===== src/rtl/wb_uart_lite_if.sv =====
// wb_uart_lite_if: Wishbone classic request/response bundle for the UART register block
interface wb_uart_lite_if;
    logic [3:0]  wb_adr_i;
    logic [31:0] wb_dat_i;
    logic [3:0]  wb_sel_i;
    logic        wb_we_i;
    logic        wb_cyc_i;
    logic        wb_stb_i;
    logic [31:0] wb_dat_o;
    logic        wb_ack_o;
    logic        wb_err_o;

    modport master (
        output wb_adr_i, wb_dat_i, wb_sel_i, wb_we_i, wb_cyc_i, wb_stb_i,
        input  wb_dat_o, wb_ack_o, wb_err_o
    );

    modport slave (
        input  wb_adr_i, wb_dat_i, wb_sel_i, wb_we_i, wb_cyc_i, wb_stb_i,
        output wb_dat_o, wb_ack_o, wb_err_o
    );
endinterface


===== src/rtl/wb_uart_lite.sv =====
// wb_uart_lite: Wishbone-attached 8N1 UART with TX FIFO, single-byte RX holding register and runtime divisor
module wb_uart_lite #(
    parameter int unsigned DEFAULT_DIVISOR = 207,
    parameter int unsigned TX_FIFO_AW      = 3
) (
    input  logic          wb_clk_i,
    input  logic          wb_rst_n_i,
    wb_uart_lite_if.slave wb,
    input  logic          uart_rx,
    output logic          uart_tx
);
    localparam int unsigned DEPTH = 1 << TX_FIFO_AW;

    typedef enum logic [1:0] {IDLE, START, DATA, STOP} state_t;

    logic                  req, wr_data, wr_div, rd_data, rd_stat;
    logic [1:0]            reg_sel;
    logic [31:0]           rdata;
    logic [15:0]           divisor;
    logic [7:0]            mem [DEPTH];
    logic [TX_FIFO_AW-1:0] wr_ptr, rd_ptr;
    logic [TX_FIFO_AW:0]   count;
    logic                  full, empty, push, tx_pop, tx_idle;
    logic [7:0]            head;
    state_t                tx_state, tx_state_n;
    logic [15:0]           tx_cnt, tx_cnt_n, tx_div, tx_div_n;
    logic [2:0]            tx_bit, tx_bit_n;
    logic [7:0]            tx_sh, tx_sh_n;
    logic                  tx_n, tx_end;
    logic                  rx_s1, rx_s2, rx_s3, rx_fall;
    state_t                rx_state, rx_state_n;
    logic [15:0]           rx_cnt, rx_cnt_n, rx_div, rx_div_n;
    logic [2:0]            rx_bit, rx_bit_n;
    logic [7:0]            rx_sh, rx_sh_n, rx_byte;
    logic [16:0]           rx_mid;
    logic                  rx_half, rx_end, rx_done;
    logic                  rx_valid, rx_overrun, rx_frame_err;
    logic                  unused;

    assign unused  = &{1'b0, wb.wb_dat_i[31:16], wb.wb_sel_i[3:2], wb.wb_adr_i[1:0]};
    assign wb.wb_err_o = 1'b0;

    // a request is taken only while no ack is outstanding, so accesses pair up with acks one to one
    assign req     = wb.wb_cyc_i & wb.wb_stb_i & ~wb.wb_ack_o;
    assign reg_sel = wb.wb_adr_i[3:2];
    assign wr_data = req & wb.wb_we_i & (reg_sel == 2'd0) & wb.wb_sel_i[0];
    assign wr_div  = req & wb.wb_we_i & (reg_sel == 2'd2);
    assign rd_data = req & ~wb.wb_we_i & (reg_sel == 2'd0);
    assign rd_stat = req & ~wb.wb_we_i & (reg_sel == 2'd1);

    assign full    = count[TX_FIFO_AW];
    assign empty   = (count == '0);
    assign push    = wr_data & (~full | tx_pop);
    assign head    = mem[rd_ptr];
    assign tx_idle = empty & (tx_state == IDLE);

    // read mux for the register file; reserved slot reads zero
    always_comb begin
        rdata = 32'h0;
        case (reg_sel)
            2'd0:    rdata = {24'h0, rx_byte};
            2'd1:    rdata = {27'h0, rx_frame_err, rx_overrun, rx_valid, tx_idle, full};
            2'd2:    rdata = {16'h0, divisor};
            default: rdata = 32'h0;
        endcase
    end

    // registered Wishbone response and the byte-gated divisor register
    always_ff @(posedge wb_clk_i or negedge wb_rst_n_i) begin
        if (!wb_rst_n_i) begin
            wb.wb_ack_o <= 1'b0;
            wb.wb_dat_o <= 32'h0;
            divisor     <= 16'(DEFAULT_DIVISOR);
        end else begin
            wb.wb_ack_o <= req;
            wb.wb_dat_o <= req ? rdata : 32'h0;
            if (wr_div && wb.wb_sel_i[0]) divisor[7:0]  <= wb.wb_dat_i[7:0];
            if (wr_div && wb.wb_sel_i[1]) divisor[15:8] <= wb.wb_dat_i[15:8];
        end
    end

    // FIFO storage needs no reset: the pointers and count define what is valid
    always_ff @(posedge wb_clk_i) begin
        if (push) mem[wr_ptr] <= wb.wb_dat_i[7:0];
    end

    // FIFO pointers and occupancy; a push on a full FIFO lands only when the TX engine pops that cycle
    always_ff @(posedge wb_clk_i or negedge wb_rst_n_i) begin
        if (!wb_rst_n_i) begin
            wr_ptr <= '0;
            rd_ptr <= '0;
            count  <= '0;
        end else begin
            if (push) wr_ptr <= wr_ptr + 1'b1;
            if (tx_pop) rd_ptr <= rd_ptr + 1'b1;
            count <= (push & ~tx_pop) ? count + 1'b1 : (~push & tx_pop) ? count - 1'b1 : count;
        end
    end

    assign tx_end = (tx_cnt == tx_div);

    // TX next-state logic; the divisor is relatched at every bit boundary so changes never split a bit
    always_comb begin
        tx_state_n = tx_state;
        tx_cnt_n   = tx_cnt + 16'd1;
        tx_div_n   = tx_div;
        tx_bit_n   = tx_bit;
        tx_sh_n    = tx_sh;
        tx_n       = uart_tx;
        tx_pop     = 1'b0;
        case (tx_state)
            IDLE: begin
                tx_cnt_n = 16'd0;
                tx_n     = 1'b1;
                if (!empty) begin
                    tx_state_n = START;
                    tx_pop     = 1'b1;
                    tx_sh_n    = head;
                    tx_div_n   = divisor;
                    tx_n       = 1'b0;
                end
            end
            START: if (tx_end) begin
                tx_state_n = DATA;
                tx_cnt_n   = 16'd0;
                tx_div_n   = divisor;
                tx_bit_n   = 3'd0;
                tx_n       = tx_sh[0];
            end
            DATA: if (tx_end) begin
                tx_cnt_n = 16'd0;
                tx_div_n = divisor;
                if (tx_bit == 3'd7) begin
                    tx_state_n = STOP;
                    tx_n       = 1'b1;
                end else begin
                    tx_bit_n = tx_bit + 3'd1;
                    tx_sh_n  = tx_sh >> 1;
                    tx_n     = tx_sh[1];
                end
            end
            STOP: if (tx_end) begin
                tx_cnt_n = 16'd0;
                tx_div_n = divisor;
                if (!empty) begin
                    tx_state_n = START;
                    tx_pop     = 1'b1;
                    tx_sh_n    = head;
                    tx_n       = 1'b0;
                end else begin
                    tx_state_n = IDLE;
                    tx_n       = 1'b1;
                end
            end
            default: tx_state_n = IDLE;
        endcase
    end

    // TX state register; uart_tx comes straight from a flop so the line never glitches
    always_ff @(posedge wb_clk_i or negedge wb_rst_n_i) begin
        if (!wb_rst_n_i) begin
            tx_state <= IDLE;
            tx_cnt   <= 16'd0;
            tx_div   <= 16'(DEFAULT_DIVISOR);
            tx_bit   <= 3'd0;
            tx_sh    <= 8'h0;
            uart_tx  <= 1'b1;
        end else begin
            tx_state <= tx_state_n;
            tx_cnt   <= tx_cnt_n;
            tx_div   <= tx_div_n;
            tx_bit   <= tx_bit_n;
            tx_sh    <= tx_sh_n;
            uart_tx  <= tx_n;
        end
    end

    // two-flop synchronizer plus one history flop for falling-edge detection; all idle high
    always_ff @(posedge wb_clk_i or negedge wb_rst_n_i) begin
        if (!wb_rst_n_i) begin
            rx_s1 <= 1'b1;
            rx_s2 <= 1'b1;
            rx_s3 <= 1'b1;
        end else begin
            rx_s1 <= uart_rx;
            rx_s2 <= rx_s1;
            rx_s3 <= rx_s2;
        end
    end

    assign rx_fall = rx_s3 & ~rx_s2;
    assign rx_mid  = ({1'b0, rx_div} + 17'd1) >> 1;
    assign rx_half = ({1'b0, rx_cnt} + 17'd1) >= rx_mid;
    assign rx_end  = (rx_cnt == rx_div);

    // RX next-state logic: mid-bit start check rejects glitches, then one sample per bit period
    always_comb begin
        rx_state_n = rx_state;
        rx_cnt_n   = rx_cnt + 16'd1;
        rx_div_n   = rx_div;
        rx_bit_n   = rx_bit;
        rx_sh_n    = rx_sh;
        rx_done    = 1'b0;
        case (rx_state)
            IDLE: begin
                rx_cnt_n = 16'd0;
                if (rx_fall) begin
                    rx_state_n = START;
                    rx_div_n   = divisor;
                end
            end
            START: if (rx_half) begin
                rx_state_n = rx_s2 ? IDLE : DATA;
                rx_cnt_n   = 16'd0;
                rx_div_n   = divisor;
                rx_bit_n   = 3'd0;
            end
            DATA: if (rx_end) begin
                rx_cnt_n   = 16'd0;
                rx_div_n   = divisor;
                rx_sh_n    = {rx_s2, rx_sh[7:1]};
                rx_bit_n   = rx_bit + 3'd1;
                rx_state_n = (rx_bit == 3'd7) ? STOP : DATA;
            end
            STOP: if (rx_end) begin
                rx_state_n = IDLE;
                rx_cnt_n   = 16'd0;
                rx_done    = 1'b1;
            end
            default: rx_state_n = IDLE;
        endcase
    end

    // RX state register
    always_ff @(posedge wb_clk_i or negedge wb_rst_n_i) begin
        if (!wb_rst_n_i) begin
            rx_state <= IDLE;
            rx_cnt   <= 16'd0;
            rx_div   <= 16'(DEFAULT_DIVISOR);
            rx_bit   <= 3'd0;
            rx_sh    <= 8'h0;
        end else begin
            rx_state <= rx_state_n;
            rx_cnt   <= rx_cnt_n;
            rx_div   <= rx_div_n;
            rx_bit   <= rx_bit_n;
            rx_sh    <= rx_sh_n;
        end
    end

    // RX holding register and sticky flags; a new byte beats a same-cycle read, and set beats clear
    always_ff @(posedge wb_clk_i or negedge wb_rst_n_i) begin
        if (!wb_rst_n_i) begin
            rx_byte      <= 8'h0;
            rx_valid     <= 1'b0;
            rx_overrun   <= 1'b0;
            rx_frame_err <= 1'b0;
        end else begin
            if (rx_done) rx_byte <= rx_sh;
            rx_valid     <= rx_done | (rx_valid & ~rd_data);
            rx_overrun   <= (rx_done & rx_valid & ~rd_data) | (rx_overrun & ~rd_stat);
            rx_frame_err <= (rx_done & ~rx_s2) | (rx_frame_err & ~rd_stat);
        end
    end
endmodule


===== src/flat_wrapper.sv =====
// flat-port wrapper written by rule: the top's interface ports become plain ports
module wb_uart_lite_flat 
#(
    parameter int unsigned DEFAULT_DIVISOR = 207,
    parameter int unsigned TX_FIFO_AW      = 3
)
  (wb_clk_i, wb_rst_n_i, uart_rx, uart_tx, wb_wb_adr_i, wb_wb_dat_i, wb_wb_sel_i, wb_wb_we_i, wb_wb_cyc_i, wb_wb_stb_i, wb_wb_dat_o, wb_wb_ack_o, wb_wb_err_o);
  wb_uart_lite_if wb_i ();
  input  logic wb_clk_i;
  input  logic wb_rst_n_i;
  input  logic uart_rx;
  output logic uart_tx;
  input wire logic [$bits(wb_i.wb_adr_i)-1:0] wb_wb_adr_i;
  input wire logic [$bits(wb_i.wb_dat_i)-1:0] wb_wb_dat_i;
  input wire logic [$bits(wb_i.wb_sel_i)-1:0] wb_wb_sel_i;
  input wire logic [$bits(wb_i.wb_we_i)-1:0] wb_wb_we_i;
  input wire logic [$bits(wb_i.wb_cyc_i)-1:0] wb_wb_cyc_i;
  input wire logic [$bits(wb_i.wb_stb_i)-1:0] wb_wb_stb_i;
  output wire logic [$bits(wb_i.wb_dat_o)-1:0] wb_wb_dat_o;
  output wire logic [$bits(wb_i.wb_ack_o)-1:0] wb_wb_ack_o;
  output wire logic [$bits(wb_i.wb_err_o)-1:0] wb_wb_err_o;
  assign wb_i.wb_adr_i = wb_wb_adr_i;
  assign wb_i.wb_dat_i = wb_wb_dat_i;
  assign wb_i.wb_sel_i = wb_wb_sel_i;
  assign wb_i.wb_we_i = wb_wb_we_i;
  assign wb_i.wb_cyc_i = wb_wb_cyc_i;
  assign wb_i.wb_stb_i = wb_wb_stb_i;
  assign wb_wb_dat_o = wb_i.wb_dat_o;
  assign wb_wb_ack_o = wb_i.wb_ack_o;
  assign wb_wb_err_o = wb_i.wb_err_o;
  wb_uart_lite #(.DEFAULT_DIVISOR(DEFAULT_DIVISOR), .TX_FIFO_AW(TX_FIFO_AW)) u_core (.wb_clk_i(wb_clk_i), .wb_rst_n_i(wb_rst_n_i), .wb(wb_i), .uart_rx(uart_rx), .uart_tx(uart_tx));
endmodule

===== config.mk =====
export PLATFORM = sky130hd
export DESIGN_NAME = wb_uart_lite_flat
export DESIGN_NICKNAME = d
export VERILOG_FILES = /design/src/rtl/wb_uart_lite_if.sv /design/src/rtl/wb_uart_lite.sv /design/src/flat_wrapper.sv
export SDC_FILE = /design/constraint.sdc
export NUM_CORES = 1
export LEC_CHECK = 0
export BUFFER_PORTS_ARGS = -buffer_cell sky130_fd_sc_hd__buf_2
export CORE_ASPECT_RATIO = 1.2
export CORE_MARGIN = 1
export CORE_UTILIZATION = 60
export DETAILED_ROUTE_END_ITERATION = 12
export PLACE_DENSITY = 0.8
export REMOVE_ABC_BUFFERS = 1
export SYNTH_ARGS = -nofsm -noshare
export SYNTH_HDL_FRONTEND = slang
export SYNTH_SLANG_ARGS = --single-unit

===== constraint.sdc =====
create_clock -name wb_clk_i -period 4.6 [get_ports wb_clk_i]
set_input_delay 0.23 -clock wb_clk_i [delete_from_list [all_inputs] [get_ports wb_clk_i]]
set_output_delay 0.23 -clock wb_clk_i [all_outputs]
set_load 0.03 [all_outputs]

### After elaboration in Yosys (flattened, before gate mapping)

Memory sizes are Yosys's and may differ from the RTL's.
Index checks and enable logic that the tools add are counted.
W data, S select, Z words.

| storage, ports and cells | value |
|---|---|
| register bits after elaboration | 164 |
| latch bits | 0 |
| bits in writable memories | 64 |
| memory bits (read-only) | 0 |
| logic and storage cells | 169 |
| memories kept | 1 |

Memories:

| name | words | bits a word | read ports | clocked after Yosys merged registers in | write ports | line | text |
|---|---|---|---|---|---|---|---|
| u_core.mem | 8 | 8 | 1 | 0 | 1 | wb_uart_lite.sv:20 | `logic [7:0] mem [DEPTH];` |

| cells by class | value |
|---|---|
| add/sub/neg operators | 10 |
| $mul | 0 |
| divide/modulo/power cells | 0 |
| $lt $le $gt $ge | 1 |
| equality and inequality tests | 23 |
| shifts and indexed selects | 0 |
| multiplexer cells | 55 |
| bitwise operators | 32 |
| reduce and logical (&&, ||, !) cells | 22 |

Operators by type and width:

| operator | number |
|---|---|
| $mux W16 | 9 |
| $pmux W16 S3 | 3 |
| $pmux W16 S2 | 2 |
| $add A16 B1 Y17 const B | 2 |
| $add A16 B1 Y16 const B | 2 |
| $eq A16 B16 Y1 | 2 |
| $mux W8 | 4 |
| $pmux W8 S3 | 1 |
| $and A1 B1 Y1 | 20 |
| $mux W2 | 10 |
| $ne A2 B1 Y1 const B | 9 |
| $ge A17 B16 Y1 | 1 |
| $pmux W2 S4 | 2 |
| $reduce_and A4 Y1 | 4 |
| $mux W3 | 5 |
| $mux W1 | 13 |
| $add A3 B1 Y3 const B | 4 |
| $pmux W3 S2 | 2 |
| $eq A2 B2 Y1 const B | 5 |
| $mux W4 | 2 |
| $not A1 Y1 | 8 |
| $eq A2 B1 Y1 const B | 3 |
| $eq A3 B3 Y1 const B | 2 |
| $logic_not A2 Y1 | 3 |
| 15 further kinds | 25 |

### Logic depth before layout (Yosys ltp)

| depth | value |
|---|---|
| word-level depth | 10 |
| gate-level depth with buffers | 16 |
| gate-level depth less buffers | 14 |

### Worst setup path before layout

No wires, ideal clock.

| path | value |
|---|---|
| path type | flip-flop to flip-flop |
| start point | register u_core.rx_div[7] |
| end point | register u_core.rx_div[10] |
| arrival | 3.290 ns |
| slack | 1.185 ns |
| cell stages (with the launch flop) | 15 |
| path buffers | 2 |
| clock period less this slack | 3.415 ns |
| path through | dfstp_2 -> clkbuf_1 -> nand4_1 -> or2_2 -> or3_1 -> nor2_1 -> xnor2_1 -> ha_1 -> a211oi_1 -> o21ai_0 -> o32ai_1 -> nand3_1 -> nand4b_4 -> buf_6 -> mux2_4 |

| on the way | value |
|---|---|
| cells in the longest elaborated chain, start to end | 4 |
| elaborated cells between the ends (all ways) | 6 |
| those cells by class | add/sub: 1; order compare: 1; eq/ne: 3; reduce/logical: 1 |

Ends and longest elaborated chain:

| what | line | text |
|---|---|---|
| start, declared | wb_uart_lite.sv:32 | `logic [15:0] rx_cnt, rx_cnt_n, rx_div, rx_div_n;` |
| start signal, assigned | wb_uart_lite.sv:239 | `rx_div <= 16'(DEFAULT_DIVISOR);` |
| start signal, assigned | wb_uart_lite.sv:245 | `rx_div <= rx_div_n;` |
| $add A16 B1 Y17 | wb_uart_lite.sv:192 | `assign rx_mid = ({1'b0, rx_div} + 17'd1) >> 1;` |
| $ge A17 B16 Y1 | wb_uart_lite.sv:193 | `assign rx_half = ({1'b0, rx_cnt} + 17'd1) >= rx_mid;` |
| $ne A2 B1 Y1 (no line) | n/a |  |
| $reduce_and A4 Y1 (no line) * | n/a |  |

Every way passes the cells marked *; elsewhere a longest branch is shown, timed or not.
A chain may end at the register's enable or synchronous reset.

### Final worst setup path

| path | value |
|---|---|
| start point | register u_core.rx_div[6] |
| end point | register u_core.rx_div[12] |

Same word-level chain as after synthesis.

==> impl_metrics.json <==
{
  "ys_dominant_reg_cell": "dfrtp_1",
  "grt_pass1_wl_um": 33600,
  "drt-total-wl_um": 20900,
  "synth-edff-count": 64,
  "p_switching_mw": 2.08,
  "seqCellArea_um2": 5650,
  "fin_nets": 914,
  "post_cts_buffers": 0,
  "gp_congestion": 0.881,
  "status": "finished, final reports clean",
  "core_area_um2": 16400,
  "slowest_delay_ns": 0.60,
  "top_level_ports": 81,
  "muxShareOfSynthArea_pct": 14.6,
  "reg2reg_slack_ns": 0.88,
  "hold_path_end": "u_core.mem[7][6]",
  "cp_num_buf_inv": 0,
  "p_per_area_nw_per_um2": 570,
  "fin_area_um2": 11300,
  "drv_slew": 0,
  "post_cts_resized": 0,
  "drt-pass1-iter-count": 5,
  "cts_hold_buf": 11,
  "syn_to_final_growth_pct": 12.0,
  "cp_slowest_cell": "dfstp_2",
  "worstPathRequired_ns": 4.99,
  "synth_top_area_share_pct": 31.1,
  "reg2reg_depth": 12,
  "min_from": "wb_wb_dat_i[6]",
  "synthAdderAreaFrac_pct": 4.89,
  "holdPathStages": 1,
  "dp_slack_ns": 0.939,
  "drt_iter0_markers": 433,
  "grt_max_degree": 115,
  "ys_top_cells_by_area": "dfrtp_1 31%, edfxtp_1 19%, mux2_2 6.3%, dfstp_2 5.7%, xnor2_1 5.0%",
  "synthSimpleGateAreaFrac_pct": 10.9,
  "initial_utilization_pct": 61.8,
  "vias_per_cell": 5.80,
  "drc": 0,
  "die_x_um": 121,
  "dieArea_um2": 17400,
  "antenna_cells": 0,
  "hold_violations": 0,
  "worst_slew_pin_slew_ns": 1.06,
  "crit_chain": "nand4_1, or2_2, or3_1, nor2_1, xnor2_1, ha_1, nand3_1, nor4_1, o211ai_1, nand3_1, nand4b_4, mux2_4",
  "clkPwrFrac_pct": 28.3,
  "setup_tns_ns": 0,
  "timing.rr.end": "u_core.rx_div[12]",
  "die_y_um": 144,
  "multi_input_area_um2": 4230,
  "clock_latency_ns": 0.51,
  "synth_area_um2": 10100,
  "fin_crit_sh_pct": 80.8,
  "grt_pass1_vias": 6500,
  "grt_overflow": 0,
  "peakVddDrop_v": 0.000409,
  "worst_slack_ns": 0.884,
  "timing.rr.start": "u_core.rx_div[6]",
  "postSynthAreaPerCell_um2": 13.2,
  "arrival_ns": 4.10,
  "clock_skew_ns": 0.0107,
  "max_freq_mhz": 269,
  "dpl.hpwl_um": 14200,
  "drive_above_1_share_pct": 24.9,
  "synth_top_family_by_area": "multiplexers",
  "root_buffer": "clkbuf_16",
  "synth_seq_cells": 212,
  "via_count": 6120,
  "sequentialPowerShare_pct": 41.9,
  "crit_path_end_kind": "register",
  "cp_top_family": "simple AND/OR/NAND/NOR gates",
  "cts_buffers": 21,
  "p_leak_nw": 4.89,
  "timing.hold.worst.class": "input pin to register",
  "synth_warnings": 0,
  "max-cap-violations": 0,
  "dpl_cell_area_um2": 10500,
  "p_int_mw": 4.39,
  "synth_cell_types": 59,
  "critical_path_peak_fanout": 16,
  "relSlewSlack_pct": 29.2,
  "pwr-share-comb_pct": 29.7,
  "synth_xor_area_share_pct": 7.09,
  "io_buffers": 43,
  "ant_nets": 0,
  "switching_share_pct": 32.1,
  "cts_sinks": 212,
  "rsz0062_at_grt": "no",
  "synth-compound-area-share_pct": 3.53,
  "cts_tree": "done",
  "grt.total_usage_pct": 25.1,
  "yosysMostFrequentCell": "dfrtp_1",
  "fin_crit_ns": 3.72,
  "synth_commonest_cells": "126 x dfrtp_1, 64 x edfxtp_1, 58 x xnor2_1",
  "routedWlPerCell_um": 19.8,
  "ys_seq_area_share_pct": 55.8,
  "critical_path_class": "register to register",
  "start_kind": "register",
  "antenna_found_initial": 0,
  "fill_cells": 1088,
  "crit_path_frequent_cell": "nand3_1",
  "synthCells": 767,
  "clockBufferDepth": 3,
  "async_reset_ff_share_pct": 69.8,
  "power.total_mw": 6.47,
  "htree_num_levels": 1,
  "finalSetupViolCount": 0,
  "synth_area_leader_cell": "dfrtp_1",
  "path_clk_slew_ns": 0.06,
  "rows": 51
}
[registers in the layout, summed over array words and instances, names as in the netlist, 3 cells and up, named ones only]
signal              count
u_core.tx_bit           3
u_core.rx_byte          8
u_core.rx_sh            8
u_core.count            4
u_core.tx_sh            8
u_core.rx_div          16
u_core.rx_cnt          16
u_core.rd_ptr           3
u_core.wb.wb_dat_o     16
u_core.wr_ptr           3
u_core.divisor         16
u_core.mem             64
u_core.tx_cnt          16
u_core.tx_div          16
u_core.rx_bit           3
[power by group through the flow]
| stage | registers [mW] | logic (mW) | clock network, mW |
|---|---|---|---|
| 5_1_grt | 2.76 | 2.12 | 1.93 |
| 2_1_floorplan | 2.62 | 1.52 | 0 |
| 3_3_place_gp | 2.72 | 1.81 | 0 |
| 3_5_place_dp | 2.75 | 1.90 | 0 |
| 4_1_cts | 2.71 | 1.93 | 1.85 |
| 6_report | 2.71 | 1.92 | 1.83 |
[logic make-up (layout without fill, tap and decap cells)]
group	count (synthesis)	count (layout)
other cells	1	17
flops	212	212
fa+ha+maj	39	39
xor+xnor	82	82
simple gates	205	205
mux	111	111
buf+inv	59	120
compound gates	58	58
[layout make-up]
class / count / share of cell area, %
timing repair buffer: 62 / 3.45
sequential: 212 / 49.8
multi-input combinational: 512 / 37.2
clock buffer: 29 / 5.16
inverter: 20 / 0.661
tap: 212 / 2.34
clock inverter: 9 / 1.34
[worst max path at each step]
stage               slack, ns        startpoint                end  depth (start not counted)
floorplan                1.35  u_core.rx_div[6]  u_core.rx_div[10]                         12
global placement         0.98  u_core.rx_div[6]  u_core.rx_div[12]                         12
detailed placement       0.94  u_core.rx_div[6]  u_core.rx_div[10]                         12
CTS                      0.90  u_core.rx_div[6]  u_core.rx_div[12]                         12
global route             0.69  u_core.rx_div[6]  u_core.rx_div[12]                         12
finish                   0.88  u_core.rx_div[6]  u_core.rx_div[12]                         12
[layer usage]
layer,GRT usage [%],wire length [µm],up-vias
met3,4.65,1040,51
met4,9.23,645,0
met5,0,0,-
li1,-,-,2824
met1,31.1,8480,3087
met2,44.1,10800,158
[metrics by stage]
stage	hold WS (ns)	util, %	cells
CTS	0.0115	69.2	1056
global placement	0.337	64.0	1007
finish	0.0330	69.2	1056
floorplan	-0.0656	-	744
global route	0.0341	69.2	1056
detailed placement	0.340	64.0	1007
[layout by cell type, fill, tap and decap left out, drive strengths merged, types with 22 or more instances in the layout]
cell type	count
xnor2	58
clkbuf	29
ha	38
mux2	77
dfrtp	126
nand2	39
o21ai	24
buf	51
xor2	24
nor2	55
nand3	23
dfstp	22
edfxtp	64
Power figures use the tool's default switching activity.
